--- config.mk ---
export PLATFORM = sky130hd
export DESIGN_NAME = pwm_capture
export DESIGN_NICKNAME = d
export VERILOG_FILES = /design/src/rtl/pwm_capture.sv
export SDC_FILE = /design/constraint.sdc
export NUM_CORES = 1
export LEC_CHECK = 0
export ABC_AREA = 1
export ABC_CLOCK_PERIOD_IN_PS = 3000
export CORE_MARGIN = 4
export CORE_UTILIZATION = 50
export CTS_CLUSTER_DIAMETER = 80
export DETAILED_ROUTE_END_ITERATION = 7
export PLACE_DENSITY = 0.73
export REMOVE_ABC_BUFFERS = 1
export SETUP_SLACK_MARGIN = 0.02
export SKIP_LAST_GASP = 1
export SYNTH_ARGS = -nofsm -noshare
export SYNTH_HDL_FRONTEND = slang
export SYNTH_SLANG_ARGS = --single-unit
export TNS_END_PERCENT = 10
--- constraint.sdc ---
create_clock -name CLK -period 3 [get_ports CLK]
set_clock_uncertainty 0.1 [all_clocks]
set_input_delay 0.6 -clock CLK [delete_from_list [all_inputs] [get_ports CLK]]
set_output_delay 0.6 -clock CLK [all_outputs]
set_load 0.03 [all_outputs]
--- src/rtl/pwm_capture.sv ---
// PWM capture: measures the period (rising to rising edge) and high time
// (rising to falling edge) of an asynchronous PWM input, in CLK cycles.
// One result per completed period, flagged by a one-cycle Valid pulse.
// A counter that saturates without seeing an edge sets a sticky Timeout.
module pwm_capture #(
    parameter int CntWidth   = 16,
    parameter int SyncStages = 2
) (
    input  logic                CLK,
    input  logic                nRST,
    input  logic                IN,
    input  logic                Enable,
    output logic [CntWidth-1:0] PeriodOut,
    output logic [CntWidth-1:0] HighOut,
    output logic                Valid,
    output logic                Timeout
);

    typedef enum logic [1:0] {
        ST_IDLE = 2'd0,
        ST_HIGH = 2'd1,
        ST_LOW  = 2'd2
    } state_t;

    localparam logic [CntWidth-1:0] CntOne = {{(CntWidth-1){1'b0}}, 1'b1};
    localparam logic [CntWidth-1:0] CntMax = {CntWidth{1'b1}};

    logic [SyncStages-1:0] r_sync;
    logic                  r_s_d;
    state_t                r_state;
    logic [CntWidth-1:0]   r_cnt;
    logic [CntWidth-1:0]   r_high_latch;
    logic [CntWidth-1:0]   r_period;
    logic [CntWidth-1:0]   r_high;
    logic                  r_valid;
    logic                  r_timeout;

    logic                  w_s;
    logic                  w_rise;
    logic                  w_fall;
    logic                  w_cnt_max;
    logic [CntWidth-1:0]   w_cnt_inc;

    assign w_s       = r_sync[SyncStages-1];
    assign w_rise    = w_s & ~r_s_d;
    assign w_fall    = ~w_s & r_s_d;
    assign w_cnt_max = (r_cnt == CntMax);
    assign w_cnt_inc = r_cnt + CntOne;

    // Synchroniser chain for the asynchronous input plus one-cycle edge history.
    always_ff @(posedge CLK or negedge nRST) begin
        if (!nRST) begin
            r_sync <= '0;
            r_s_d  <= 1'b0;
        end else begin
            r_sync <= {r_sync[SyncStages-2:0], IN};
            r_s_d  <= w_s;
        end
    end

    // Measurement FSM: counts cycles, latches high time on fall, publishes on rise.
    always_ff @(posedge CLK or negedge nRST) begin
        if (!nRST) begin
            r_state      <= ST_IDLE;
            r_cnt        <= '0;
            r_high_latch <= '0;
            r_period     <= '0;
            r_high       <= '0;
            r_valid      <= 1'b0;
            r_timeout    <= 1'b0;
        end else begin
            r_valid <= 1'b0;
            if (!Enable) begin
                // Interrupted period is dropped; results are held.
                r_state   <= ST_IDLE;
                r_cnt     <= '0;
                r_timeout <= 1'b0;
            end else begin
                case (r_state)
                    ST_IDLE: begin
                        // Falls here are ignored so the first partial period is discarded.
                        if (w_rise) begin
                            r_cnt   <= CntOne;
                            r_state <= ST_HIGH;
                        end else begin
                            r_cnt <= '0;
                        end
                    end
                    ST_HIGH: begin
                        if (w_fall) begin
                            r_high_latch <= r_cnt;
                            r_cnt        <= w_cnt_inc;
                            r_state      <= ST_LOW;
                        end else if (w_cnt_max) begin
                            r_timeout <= 1'b1;
                            r_cnt     <= '0;
                            r_state   <= ST_IDLE;
                        end else begin
                            r_cnt <= w_cnt_inc;
                        end
                    end
                    ST_LOW: begin
                        if (w_rise) begin
                            r_period  <= r_cnt;
                            r_high    <= r_high_latch;
                            r_valid   <= 1'b1;
                            r_timeout <= 1'b0;
                            r_cnt     <= CntOne;
                            r_state   <= ST_HIGH;
                        end else if (w_cnt_max) begin
                            r_timeout <= 1'b1;
                            r_cnt     <= '0;
                            r_state   <= ST_IDLE;
                        end else begin
                            r_cnt <= w_cnt_inc;
                        end
                    end
                    default: begin
                        r_cnt   <= '0;
                        r_state <= ST_IDLE;
                    end
                endcase
            end
        end
    end

    assign PeriodOut = r_period;
    assign HighOut   = r_high;
    assign Valid     = r_valid;
    assign Timeout   = r_timeout;

endmodule

; Word-level counts from Yosys, hierarchy flattened
; Cells that the tools add are included.
[op_classes]
add_sub_neg = 1
n_eq_ne = 6
muxes = 20
bitwise = 4
n_reduce_logical = 4
[op_table]
columns = operator, count
row1 = 16-bit two-way mux, 4
row2 = 16-bit case mux with 3 select lines, 1
row3 = "16-bit by 1-bit adder with 16-bit output, second input constant", 1
row4 = "16-bit equality test, second input constant", 1
row5 = 2-bit two-way mux, 5
row6 = 1-bit two-way mux, 8
row7 = "3-bit inequality test, second input constant", 2
row8 = 2-bit case mux with 3 select lines, 1
row9 = 3-bit AND reduction, 2
row10 = "3-bit by 1-bit inequality test with 1-bit output, second input constant", 1
row11 = 1-bit bitwise AND, 2
row12 = "2-bit by 1-bit equality test with 1-bit output, second input constant", 1
row13 = "2-bit equality test, second input constant", 1
row14 = 2-bit logical NOT, 1
row15 = 1-bit inverter, 2
row16 = 1-bit case mux with 2 select lines, 1
row17 = 2-bit AND reduction, 1
[word_totals]
register_bits = 71
input_bits = 4
word_cells = 44

; Logic depth before layout (Yosys ltp)
[depth]
word_depth = 5
ltp_mapped = 10
mapped_depth_nobuf = 10

; Worst setup path before layout
; OpenSTA, ideal clock, no wires.
[synth_path]
path_kind = flip-flop to flip-flop
from = register r_cnt[0]
to = register r_cnt[7]
setup_ns = 0.121
arrival_time_ns = 1.330
required_ns = 2.779
slack_ns = 1.449
path_stages_with_launch = 10
path_buffers = 1
synth_period_minus_slack_ns = 1.551
cell_sequence = dfrtp_1 ha_1 nand3_2 nor2_2 nand3_1 nand2_1 nand2_2 nand2_2 buf_6 nor2_1
[synth_via]
elab_chain_cells = 5
[synth_rtl]
columns = item, line_no
row1 = from (decl), 31  ; logic [CntWidth-1:0] r_cnt;
row2 = from (signal assigned), 83  ; r_cnt <= CntOne;
row3 = from (signal assigned), 92  ; r_cnt <= w_cnt_inc;
row4 = from (signal assigned), 99  ; r_cnt <= w_cnt_inc;
row5 = 16-bit by 1-bit adder with 16-bit output / 16-bit equality test (equally long branches), "48, 47"
row6 = 16-bit two-way mux, "94, 110"
row7 = "16-bit two-way mux, on equally long branches", "103, 90"
row8 = 16-bit case mux with 3 select lines (*), 79  ; case (r_state)
row9 = 16-bit two-way mux (*), 73  ; if (!Enable) begin
; Mark *: on every way between the ends. The rest lies on a longest branch, timed or not.
; A chain may end at the register's enable or synchronous reset.

; Final worst setup path
[layout_path]
from = input port Enable
to = register r_high[9] (netlist: HighOut[9])
[layout_via]
elab_chain_cells = 1
[layout_rtl]
columns = item, line_no
row1 = from (decl), 12  ; input logic Enable,
row2 = 3-bit AND reduction (no line), --
row3 = to (signal assigned), 105  ; r_high <= r_high_latch;
row4 = to (decl), 34  ; logic [CntWidth-1:0] r_high;
; Every way passes these cells.

==> impl.org <==
** Run status
- Run status :: finished, final reports clean

** GRT
- Congestion Overflow GR :: 0
- First-pass GRT wire length :: 9.60 mm
- Largest net degree at the start of global routing :: 72
- Global Route Usage Sum :: 16.9%
- Number of global-route vias before repair :: 2105
- The initial antenna violation count was 0.

** Cells and area
- Relative to the synthesized area, the layout overhead comes to 21.3%.
- Final cell utilization of the core :: 63.8%
- In the final design database the tool counted 368 nets.
- The number of antenna diodes in the final layout is 0.
- Counting the fill cells in the layout gives 496.
- In the final layout, the share of cells above drive strength 1 is 7.88%.

** Synth
- During synthesis, Yosys emitted a total of 0 warnings.
- Cell taking the most area after synthesis :: sky130_fd_sc_hd__dfrtp_1
- After synthesis, flip-flops and latches occupy 60.2% of the total area.
- By count the netlist is led by sky130_fd_sc_hd__nand2_1, sky130_fd_sc_hd__dfrtp_1, sky130_fd_sc_hd__inv_1.
- Syn Inst Count :: 323
- Yosys mapped the design onto 24 distinct sky130hd cell types.
- By area the synthesized netlist is led by sky130_fd_sc_hd__dfrtp_1, sky130_fd_sc_hd__nand2_1, sky130_fd_sc_hd__o21ai_0.
- Each instance of the synthesized netlist takes up on average 9.13 µm².
- The synthesized design contains 71 register bits.
- Yosys instantiated no cell more often than sky130_fd_sc_hd__nand2_1.
- Among all flip-flop cells after synthesis, the most frequent one is sky130_fd_sc_hd__dfrtp_1.
- Summed instance area of the synthesized netlist :: 2950 µm²
- The synthesized design devotes to its leading area cell type 60.2% of total area.
- After synthesis, the share of flip-flops with an asynchronous set or reset is 100%.
- Number of enable flip-flop cells after synthesis :: 0

** Power and ir drop
- Net switching is 23.1% of the power.
- Int Pwr :: 1.54 mW
- Sequential share of power :: 50.9%
- Leakage power of the design :: 1.62 nW
- Per report_power, the clock group accounts for 42.0% of the total.
- In this run, the combinational gates consume 7.1% of the power.
- Power per Cell Area :: 562 nW/µm²
- For this design the total switching power over the nets is 0.465 mW.
- VDD sags by at most 0.292 mV.
- The completed layout was analyzed and its total power is 2.01 mW.

** CTS
- H-tree level count :: 3
- Clock latency on the worst-skew pair, taken at its later pin, is 0.34 ns.
- CTS tree :: yes
- Clock Tree Root :: sky130_fd_sc_hd__clkbuf_8
- Post-CTS setup-driven buffer insertion count :: 0
- Clock tree synthesis inserted a total of 9 buffers.
- After clock tree synthesis, the flow added hold-fix buffers numbering 0.
- Number of clock sinks :: 71
- Gates resized during post-CTS repair numbered 0.
- The clock passes through at most 2 buffers.
- Clock-pin slew was measured on the worst setup and hold paths at 0.07 ns.

** Route
- In this run the remaining antenna-violating nets after routing total 0.
- Mean routed wirelength per cell :: 12.4 µm
- For this block, the initial DRC count from the detailed router was 119.
- Routed vias :: 2111
- Post-DR vias/cell :: 4.80
- Detailed-routing iteration count for the pre-antenna-repair pass :: 4
- In the routed design, unresolved DRC markers number 0.
- Overall routed net length :: 5.44 mm

** Setup path
- Standard cell with the maximum stage delay on the critical path :: sky130_fd_sc_hd__clkdlybuf4s50_1
- On the worst path, the slowest cell contributes a delay of 0.59 ns.
- STA classifies the critical path startpoint as a primary input.
- CP max FO :: 57
- The critical path goes through clkdlybuf4s50_1 > nand2_1 > nor2_4 > inv_2 > o21ai_0.
- Kind of critical path :: primary input to flip-flop
- Crit-path leading delay family :: buffers and inverters
- Crit path required time :: 3.15 ns
- Critical path capture point type :: flip-flop
- The number of buffers and inverters on the critical path is 2.
- At the worst endpoint, the arrival time is 2.26 ns.

** Floorplanning
- Total I/O pin count :: 38
- The floorplan step defined a die boundary enclosing 7190 µm².
- In this run the horizontal extent of the chip is 84.8 µm.
- Die Ht :: 84.8 µm
- The floorplan has 27 rows.
- In this run the standard cell core region covers 5610 µm².
- For this configuration, the core starts out at a cell density of 52.6%.

** STA
- Setup violations remaining at the end of the flow were counted as 0.
- At the pin with the least slew margin, the transition time is 0.777 ns.
- In this run the tightest slew margin relative to its limit is 48.1%.
- Part of the cycle the worst path needs :: 70.4%
- Accumulated negative setup slack :: 0 ns
- Max Freq :: 473 MHz
- Subtracting the final worst setup slack from the clock period gives 2.11 ns.
- Worst Setup Slack, final :: 0.888 ns
- Setup repair after global routing left no endpoint under its margin.
- Final count of pins violating max slew :: 0
- The final number of hold-violating endpoints is 0.

** Placement
- Detailed placement finished with a half-perimeter wire length of 3.63 mm.
- DP Worst Slack :: 0.531 ns
- Count of buffers from port buffering :: 37
- RD Place Congestion :: 0.820

** Min path
- Worst hold-check path type :: primary input to asynchronous set/reset pin

** Run
- Count of max-cap constraint violations :: 0
## layout make-up
| class | instances | area (µm²) | area share, % |
|---|---|---|---|
| Sequential cell | 71 | 1780 | 49.7 |
| Multi-Input combinational cell | 201 | 940 | 26.3 |
| Timing Repair Buffer | 39 | 393 | 11.0 |
| Clock inverter | 5 | 81.3 | 2.27 |
| Inverter | 41 | 154 | 4.30 |
| Tap cell | 72 | 90.1 | 2.52 |
| Clock buffer | 11 | 141 | 3.95 |
## cell families after synthesis
kind of cell | count (synthesis) | synth area share, %
compound gates | 52 | 9.04
xor+xnor | 8 | 2.38
fa+ha+maj | 1 | 0.424
buf+inv | 51 | 7.89
flops | 71 | 60.2
simple gates | 140 | 20.0
## final timing paths
kind	slack [ns]	endpoint	cells past startpoint	from
hold / removal	0.16	r_high_latch[13]$_DFFE_PN0P_	2	nRST
max in group asynchronous	2.33	PeriodOut[14]$_DFFE_PN0P_	2	nRST
setup reg to reg	1.20	r_cnt[14]$_DFF_PN0_	8	r_cnt[0]$_DFF_PN0_
hold reg to reg	0.26	r_sync[1]$_DFF_PN0_	0	r_sync[0]$_DFF_PN0_
setup / recovery	0.89	HighOut[9]$_DFFE_PN0P_	5	Enable
min in group CLK	0.26	r_sync[1]$_DFF_PN0_	0	r_sync[0]$_DFF_PN0_
## worst register-to-register path: stages, from the launching register on
cell and delay, ns:
sky130_fd_sc_hd__dfrtp_1 0.41, sky130_fd_sc_hd__ha_1 0.23, sky130_fd_sc_hd__nand3_2 0.13, sky130_fd_sc_hd__nor2_2 0.22
sky130_fd_sc_hd__nand2_2 0.11, sky130_fd_sc_hd__nand3_2 0.09, sky130_fd_sc_hd__nand2_2 0.06, sky130_fd_sc_hd__nand2_2 0.23
sky130_fd_sc_hd__nor2_1 0.09
## layer usage
layer  part of all wire (%)  vias to the layer above  wire [µm]  GRT usage [%]
li1                       -                     1082          -              -
met4                    1.4                        0         74           5.76
met3                    4.8                        8        260           5.99
met1                     47                      984       2540           22.2
met2                     47                       37       2570           26.2
met5                      0                        -          0              0
## state kept, by name, summed over array words and instances, names as in the netlist
| register | flops |
|---|---|
| r_state | 2 |
| Timeout | 1 |
| HighOut | 16 |
| r_cnt | 16 |
| r_high_latch | 16 |
| r_s_d | 1 |
| Valid | 1 |
| PeriodOut | 16 |
| r_sync | 2 |
## through the flow
| step | instances | area [µm²] | hold slack (ns) |
|---|---|---|---|
| floorplan | 313 | 2870 | 0.204 |
| global placement | 424 | 3350 | 0.239 |
| detailed placement | 424 | 3350 | 0.258 |
| CTS | 440 | 3580 | 0.180 |
| global route | 440 | 3580 | 0.188 |
| finish | 440 | 3580 | 0.161 |
## placed cells by master, fill, tap and decap left out, types with 5 or more instances in the layout
cell and n:
sky130_fd_sc_hd__o21ai_1 7, sky130_fd_sc_hd__nand3_1 6, sky130_fd_sc_hd__clkdlybuf4s50_1 36, sky130_fd_sc_hd__xor2_1 7
sky130_fd_sc_hd__inv_1 39, sky130_fd_sc_hd__o21ai_0 38, sky130_fd_sc_hd__a21oi_1 5, sky130_fd_sc_hd__clkbuf_8 10
sky130_fd_sc_hd__dfrtp_1 71, sky130_fd_sc_hd__nor2_1 28, sky130_fd_sc_hd__nand2_1 94
## power by group through the flow
stage / Clock (mW) / Combinational [mW] / Sequential [mW]
after global routing: 0.904 / 0.163 / 1.03
after floorplan: 0 / 0.0531 / 1.06
final: 0.844 / 0.143 / 1.02
after CTS: 0.864 / 0.147 / 1.02
after detailed placement: 0 / 0.145 / 1.04
after global placement: 0 / 0.140 / 1.04
(Power assumes the default switching activity.)
